File: src/rtl/mul_fifo_core.sv
// mul_fifo_core: sequential half of the 8-entry calculation FIFO; optional err_cnt output under MUL_FIFO_ERR_CNT_EN.
// Latency: a request in cycle N shows its ack/err state in cycle N+1; the pop data appears in dout one cycle after READ.
// No backpressure: a write to a full FIFO is rejected as WR_ERROR, and a read from an empty FIFO is rejected as RD_ERROR.
module mul_fifo_core #(
    parameter int DATA_WIDTH = 32
) (
    input  logic                  clk,
    input  logic                  reset,
    input  logic                  wr_en,
    input  logic                  rd_en,
    input  logic [DATA_WIDTH-1:0] din,
    input  logic                  we,
    input  logic                  re,
    input  logic [2:0]            next_head,
    input  logic [2:0]            next_tail,
    input  logic [3:0]            next_data_count,
    output logic [2:0]            state,
    output logic [2:0]            head,
    output logic [2:0]            tail,
    output logic [3:0]            data_count,
    output logic [DATA_WIDTH-1:0] dout,
    output logic                  full,
    output logic                  empty,
    output logic                  wr_ack,
    output logic                  wr_err,
    output logic                  rd_ack,
    output logic                  rd_err
`ifdef MUL_FIFO_ERR_CNT_EN
    ,
    output logic [7:0]            err_cnt
`endif
);

    typedef enum logic [2:0] {
        INIT     = 3'b000,
        NO_OP    = 3'b001,
        WRITE    = 3'b010,
        WR_ERROR = 3'b011,
        READ     = 3'b100,
        RD_ERROR = 3'b101
    } state_t;

    state_t                state_q;
    state_t                state_d;
    logic [DATA_WIDTH-1:0] din_q;
    logic [DATA_WIDTH-1:0] mem [8];

    // next_data_count already reflects the operation in flight, so back-to-back requests see true fullness
    always_comb begin
        state_d = NO_OP;
        if (wr_en && !rd_en) begin
            state_d = (next_data_count == 4'd8) ? WR_ERROR : WRITE;
        end else if (rd_en && !wr_en) begin
            state_d = (next_data_count == 4'd0) ? RD_ERROR : READ;
        end
    end

    always_ff @(posedge clk) begin
        if (reset) begin
            state_q    <= INIT;
            head       <= 3'd0;
            tail       <= 3'd0;
            data_count <= 4'd0;
            dout       <= '0;
            din_q      <= '0;
        end else begin
            state_q    <= state_d;
            head       <= next_head;
            tail       <= next_tail;
            data_count <= next_data_count;
            if (wr_en) begin
                din_q <= din;
            end
            if (re) begin
                dout <= mem[head];
            end
        end
    end

    // Storage has no reset; gating on reset drops a write whose WRITE state is cut short
    always_ff @(posedge clk) begin
        if (!reset && we) begin
            mem[tail] <= din_q;
        end
    end

`ifdef MUL_FIFO_ERR_CNT_EN
    always_ff @(posedge clk) begin
        if (reset) begin
            err_cnt <= 8'd0;
        end else if ((state_q == WR_ERROR || state_q == RD_ERROR) && err_cnt != 8'hFF) begin
            err_cnt <= err_cnt + 8'd1;
        end
    end
`endif

    assign state  = state_q;
    assign full   = (data_count == 4'd8);
    assign empty  = (data_count == 4'd0);
    assign wr_ack = (state_q == WRITE);
    assign wr_err = (state_q == WR_ERROR);
    assign rd_ack = (state_q == READ);
    assign rd_err = (state_q == RD_ERROR);

endmodule

File: config.mk
export PLATFORM = sky130hd
export DESIGN_NAME = mul_fifo_core
export DESIGN_NICKNAME = d
export VERILOG_FILES = /design/src/rtl/mul_fifo_core.sv
export SDC_FILE = /design/constraint.sdc
export NUM_CORES = 1
export LEC_CHECK = 0
export ABC_AREA = 1
export CORE_MARGIN = 4
export CORE_UTILIZATION = 45
export DETAILED_ROUTE_END_ITERATION = 8
export HOLD_SLACK_MARGIN = 0.12
export MAX_ROUTING_LAYER = met4
export PLACE_DENSITY = 0.71
export SETUP_SLACK_MARGIN = 0.1
export SLEW_MARGIN = 20
export SYNTH_ARGS = -nofsm -noshare
export SYNTH_HDL_FRONTEND = slang
export SYNTH_SLANG_ARGS = --single-unit
export TNS_END_PERCENT = 100
File: constraint.sdc
create_clock -name clk -period 4.1 [get_ports clk]
set_input_delay 0.41 -clock clk [delete_from_list [all_inputs] [get_ports clk]]
set_output_delay 0.41 -clock clk [all_outputs]
set_load 0.02 [all_outputs]
Yosys cells after proc, flatten, opt, wreduce, memory -nomap -nowiden --
Memories as Yosys holds them, arrays and structs flattened. A register that Yosys moved wholly into a read port is not among the register bits. Index checks and enable logic that the tools add are counted.
Storage, ports and cells: input bits 48, output and inout port bits 51, memories 1, logic and storage cells 26, register bits after elaboration 45, bits in writable memories 256
Cells by class: reduce and logical (&&, ||, !) cells 8, equal/unequal tests 6, muxes and demuxes 6
Memories:
- mem | words 8, bits a word 32, read ports 1, clocked after memory_dff 1, wr ports 1, line 46 | logic [DATA_WIDTH-1:0] mem [8];
Operators by type and width (number):
- $eq 4x4->1 const B | 2
- $logic_not 4->1 | 2
- $eq 3x2->1 const B | 2
- $eq 3x3->1 const B | 2
- $mux 3 | 2
- $mux 1 | 4
- $logic_and 1x1->1 | 3
- $logic_not 1->1 | 3

Depth between registers and ports, before layout --
Gate-level depths: netlist of run 1.
depth after elaboration 4, gate-level depth with buffers 8, depth with buffers taken out 6

Worst setup path after synthesis of run 1 --
Ideal clock, no wire load.
path type in2reg, start input we, end memory mem[1][0], enable pin, cell stages on the path 4, required time 3.679 ns, path buffers 0, data arrival time 2.011 ns, setup slack 1.668 ns, path through inv_1 > nor2_1 > nand2_1 > nor2_1
On the way: longest elaborated chain between the ends 3
RTL lines:
- start, declared | line 12 | input logic we,
- $logic_and 1x1->1 | line 82 | if (!reset && we) begin
- $mux 1 | line 82
- $mux 1 (not written as such) | line 83 | mem[tail] <= din_q;
- end, declared | line 46
No other way between the ends.

Final worst setup path of run 1 --
start register head[1], end output head[1]
RTL lines:
- start, declared | line 18 | output logic [2:0] head,
- start signal, assigned | line 68 | head <= next_head;
No word-level cell between the ends.

==> metrics.csv, run 1 <==
metric,value,unit
cp_slowest_cell,clkdlybuf4s50_1,
finalSetupViolCount,0,
die_h,181,um
vias,8978,
yosysSeqAreaShare,68.3,%
design.portCount,99,
cp.required,3.69,ns
hold_path_depth,3,
drv_slew,0,
final_layout_size_suffix_gt1_share,5.40,%
grtUsageTotal,17.4,%
post_cts_resized,0,
clock_path_buffers,3,
numCtsBuffers,30,
maxCapViolCount,0,
status,completed,
synth_area_leader_cell,edfxtp_1,
grt_max_degree,78,
drc,0,
die_w,181,um
initial_utilization,45.6,%
n_antenna_cell,0,
insertion_delay,0.55,ns
first_global_vias,8830,
drt-vias-per-instance,4.85,
rsz0062_at_grt,no,
crit_chain,"buf_4, clkdlybuf4s50_1",
syn_nets,1408,
worstRegToRegCells,8,
ant_nets,0,
layout.nets,1487,
hp-class,in2reg,
core,0.0296,sq mm
cts.htree.levels,1,
p_seq_share,52.6,%
cts_tree,yes,
cts_setup_buffers,0,
ys_types,18,
p_switching,1.53,mW
finalPower,7.24,mW
synth_seq_cells,333,
cts_hold_buffers,0,
crit_fanout,65,
period_needed,2.71,ns
final_common_cell,nand2_1,
fin_setup_tns,0,ns
leakage,6.78,nW
p_per_area,454,mW/mm^2
wire_per_inst,15.2,um
maxSlewHeadroom,36.4,%
rows,63,
tightestPinTransition,0.953,ns
comb_power_share,6.8,%
clk_pin_slew,0.06,ns
critPathLaunchType,flip-flop,
p_sw_share,21.2,%
io_buffers,98,
wl,28200,um
first_pass_iters,5,
dpl.hpwl,16200,um
power.internal,5.70,mW
netlist_area,0.0135,sq mm
utilization,53.8,%
max_freq,370,MHz
grt_pass1_wl,45400,um
crit_path_end_kind,output pin,
syn2layout_area_growth,17.9,%
clkPwrFrac,40.7,%
clock_skew,0.0152,ns
netlist.area_leader.share,56.9,%
drt_iter0_markers,690,
critical_path_class,reg2out,
ys_warn_count,0,
arrival,2.30,ns
syn_avg_cell_area,9.94,sq um
place.gp.congestion,0.736,
ir_worst_vdd,0.243,mV
grt.overflow.total,0,
cts.sink_count,333,
n_fill_cell,2557,
synth_cells,1360,
cts_root_buf,clkbuf_16,
die-area,0.0329,sq mm
finalCritPeriodShare,66.0,%
hold_viol,0,
antenna_found_initial,1,
layout_common_cells,"295 x nand2_1, 275 x inv_1, 256 x edfxtp_1",
cpPeakStageDelay,0.77,ns
synthTopCellsByArea,"edfxtp_1 57%, dfxtp_1 11%, nand2_1 8.2%",
-- per-layer routing --
layer	vias up	track usage, %	share of wire [%]
met2	236	29.0	48
met5	-	-	0
met3	48	2.46	5.4
li1	4501	-	-
met4	0	4.62	2.3
met1	4193	22.8	44
-- sequential cells by signal, indices dropped and copies added (netlist names) --
signal and count:
head 3, dout 32, data_count 4, mem 256, state 3, din_q 32
tail 3
-- power by group through the flow --
stage	clock network, mW	logic (mW)	registers (mW)
final	2.94	0.489	3.80
after global routing	3.14	0.542	3.82
after CTS	3.01	0.494	3.81
after detailed placement	0	0.491	3.88
after global placement	0	0.480	3.88
after floorplan	0	0.256	3.88
-- worst max-delay path: cells and delay by family, from the launching register on --
| kind | cells | cell delay (ns) |
|---|---|---|
| DFF | 1 | 0.33 |
| buffers and inverters | 2 | 1.42 |
-- metrics by stage --
step                      std cells  setup slack, ns  hold slack (ns)  instance area (sq um)
after global placement         1797             1.25            0.507                  14900
after global routing           1853             1.29            0.379                  15900
after CTS                      1853             1.37            0.369                  15900
after floorplan                1360             1.67            0.482                  13500
after detailed placement       1797             1.18            0.511                  14900
final                          1853             1.39            0.382                  15900
-- cells by family (layout without fill, tap and decap cells) --
group | Yosys count | count (layout) | synth area share, %
flip-flops | 333 | 333 | 68.3
AND/OR/NAND/NOR | 582 | 582 | 18.1
buffers and inverters | 347 | 450 | 9.98
AO/OA/AOI/OAI | 98 | 98 | 3.63
-- path summary, 6_finish.rpt --
| path | start | end | slack [ns] |
|---|---|---|---|
| max reg2reg | head[0] | dout[24] | 1.55 |
| max | head[1] | head[1] | 1.39 |
| min reg2reg | dout[7] | dout[7] | 0.52 |
| min | next_tail[0] | tail[0] | 0.38 |
-- final cells by class --
type	instances	area (sq um)	share of cell area (%)
sequential	333	9230	58.0
clock buffer	41	868	5.45
clock inverter	15	195	1.22
multi-input combinational	680	2990	18.8
timing repair buffer	115	1110	6.94
inverter	279	1050	6.58
tap	390	488	3.06
-- synthesized netlist by cell type --
library cell,n
nand2_1,295
inv_1,275
edfxtp_1,256
nand3_1,192
nor2_1,85
dfxtp_1,77
o21ai_0,65
buf_2,37
a21oi_1,33
clkbuf_1,30
nor3_1,6
inv_2,3
buf_1,1
clkinv_1,1
nand4_1,1
nor3b_1,1
nor4_1,1
or2_2,1
(Power assumes the default switching activity.)
==> run 2, diff against run 1 <==
Clock period 4.1 ns to 2.51 ns, I/O delays scaled along.
==> metrics.csv, run 2 (synthesized netlist as in run 1, its figures left out) <==
metric,value,unit,change
drc,0,,unchanged
cts.htree.levels,1,,unchanged
first_global_vias,8978,,"was 8,830"
cp_slowest_cell,clkdlybuf4s50_1,,unchanged
core,0.0296,sq mm,unchanged
drt-vias-per-instance,4.86,,was 4.85
fin_setup_tns,0,ns,unchanged
crit_chain,"or2_2, nor3b_1, clkdlybuf4s50_1",,"was buf_4, clkdlybuf4s50_1"
clk_pin_slew,0.06,ns,about the same
busiest_layer,met2,,unchanged
ant_nets,0,,unchanged
clock_skew,0.0104,ns,was 0.0152 ns
comb_power_share,7.2,%,was 6.8%
p_switching,2.49,mW,was 1.53 mW
wire_per_inst,15.2,um,about the same
drv_slew,0,,unchanged
cts_root_buf,clkbuf_16,,unchanged
use_met2,29.1,%,was 29.0%
crit_path_end_kind,output pin,,unchanged
max_freq,449,MHz,
die_h,181,um,unchanged
ir_worst_vdd,0.465,mV,was 0.243 mV
place_ws,0.439,ns,was 1.18 ns
die_w,181,um,unchanged
design.portCount,99,,unchanged
rsz0062_at_grt,no,,unchanged
cts.sink_count,333,,unchanged
use_met1,22.2,%,was 22.8%
rows,63,,unchanged
r2r_start,head[0],,unchanged
hold_path_depth,3,,unchanged
hold_viol,0,,unchanged
numCtsBuffers,31,,was 30
instances_no_fill,1863,,"was 1,853"
layout.nets,1497,,"was 1,487"
drt_iter0_markers,597,,was 690
post_cts_resized,0,,unchanged
maxCapViolCount,0,,unchanged
final_layout_size_suffix_gt1_share,5.57,%,was 5.40%
worst_slack,0.282,ns,was 1.39 ns
grt_pass1_wl,45200,um,"was 45,400 um"
power.internal,8.93,mW,was 5.70 mW
insertion_delay,0.55,ns,about the same
hp-class,in2reg,,unchanged
largest_register_ffs,256,,unchanged
clock_path_buffers,3,,unchanged
grt_util_met3,2.82,%,was 2.46%
p_seq_share,54.4,%,was 52.6%
tightestPinTransition,0.845,ns,was 0.953 ns
finalSetupViolCount,0,,unchanged
status,completed,,unchanged
crit_fanout,2,,was 65
final_common_cell,nand2_1,,unchanged
p_per_area,713,mW/mm^2,was 454 mW/mm^2
dpl.hpwl,16700,um,"was 16,200 um"
cts_setup_buffers,0,,unchanged
syn2layout_area_growth,18.6,%,was 17.9%
p_sw_share,21.8,%,was 21.2%
worstRegToRegCells,6,,was 8
antenna_found_initial,1,,unchanged
n_antenna_cell,0,,unchanged
grtUsageTotal,17.3,%,was 17.4%
cp.required,2.26,ns,was 3.69 ns
hold_path.startpoint,re,,was next_tail[0]
reg2reg_to,dout[1],,was dout[24]
io_buffers,98,,unchanged
place_inst,1806,,"was 1,797"
grt.overflow.total,0,,unchanged
layout_common_cells,"295 x nand2_1, 275 x inv_1, 256 x edfxtp_1",,unchanged
arrival,1.98,ns,was 2.30 ns
cts_tree,yes,,unchanged
cts_hold_buffers,0,,unchanged
n_fill_cell,2524,,"was 2,557"
finalCritPeriodShare,88.8,%,
period_needed,2.23,ns,
place.gp.congestion,0.765,,was 0.736
critPathLaunchType,flip-flop,,unchanged
finalPower,11.4,mW,was 7.24 mW
grt_max_degree,85,,was 78
clkPwrFrac,38.4,%,was 40.7%
vias,9052,,"was 8,978"
critical_path_class,reg2out,,unchanged
reg_top3,"mem x256, din_q x32, dout x32",,unchanged
first_pass_iters,5,,unchanged
regMostFlops,mem,,unchanged
holdPathEnd,dout[13],,was tail[0]
wl,28300,um,"was 28,200 um"
utilization,54.1,%,was 53.8%
cpPeakStageDelay,0.63,ns,was 0.77 ns
leakage,6.81,nW,was 6.78 nW
die-area,0.0329,sq mm,unchanged
initial_utilization,45.6,%,unchanged
rrSetupSlack,0.75,ns,was 1.55 ns
maxSlewHeadroom,43.7,%,was 36.4%
[run 2: layout make-up]
class                           count  area [sq um]  share of cell area, %
Clock inverter                     10          68.8                  0.429
Tap cell                          390           488                   3.04
Inverter                          279          1050                   6.54
Timing Repair Buffer              124          1310                   8.17
Clock buffer                       47           886                   5.53
Sequential cell                   333          9230                   57.6
Multi-Input combinational cell    680          2990                   18.7
[run 2: worst max-delay path by stage]
stage / startpoint / endpoint / slack (ns) / cells past startpoint
2_1_floorplan: tail[0] / mem[1][0] / 0.14 / 2
3_3_place_gp: we / mem[3][5] / 0.47 / 6
3_5_place_dp: we / mem[3][10] / 0.44 / 6
4_1_cts: data_count[1] / full / 0.25 / 3
5_1_grt: data_count[1] / full / 0.19 / 3
6_report: data_count[1] / full / 0.28 / 3
[run 2: worst max-delay path, delay by kind of cell, from the launching register on]
| family | cells | cell delay (ns) |
|---|---|---|
| DFF | 1 | 0.31 |
| buffers and inverters | 1 | 0.63 |
| and+or+nand+nor | 2 | 0.48 |
[run 2: layer usage]
layer  share of wire [%]  vias to the layer above
li1                    -                     4515
met1                  43                     4221
met2                  49                      272
met3                 6.5                       44
met4                 1.6                        0
met5                   0                        -
[run 2: per-stage QoR]
| stage | hold WS (ns) | cell area (sq um) |
|---|---|---|
| final | 0.160 | 16000 |
| after global placement | 0.504 | 15100 |
| after global routing | 0.163 | 16000 |
| after CTS | 0.145 | 16000 |
| after floorplan | 0.323 | 13500 |
| after detailed placement | 0.510 | 15100 |
[run 2: power by group through the flow]
stage                     clock network (mW)  logic [mW]  registers [mW]
after floorplan                            0       0.419            6.34
after global placement                     0       0.814            6.32
after detailed placement                   0       0.831            6.33
after CTS                               4.48       0.836            6.21
after global routing                    4.70       0.914            6.23
final                                   4.39       0.827            6.21
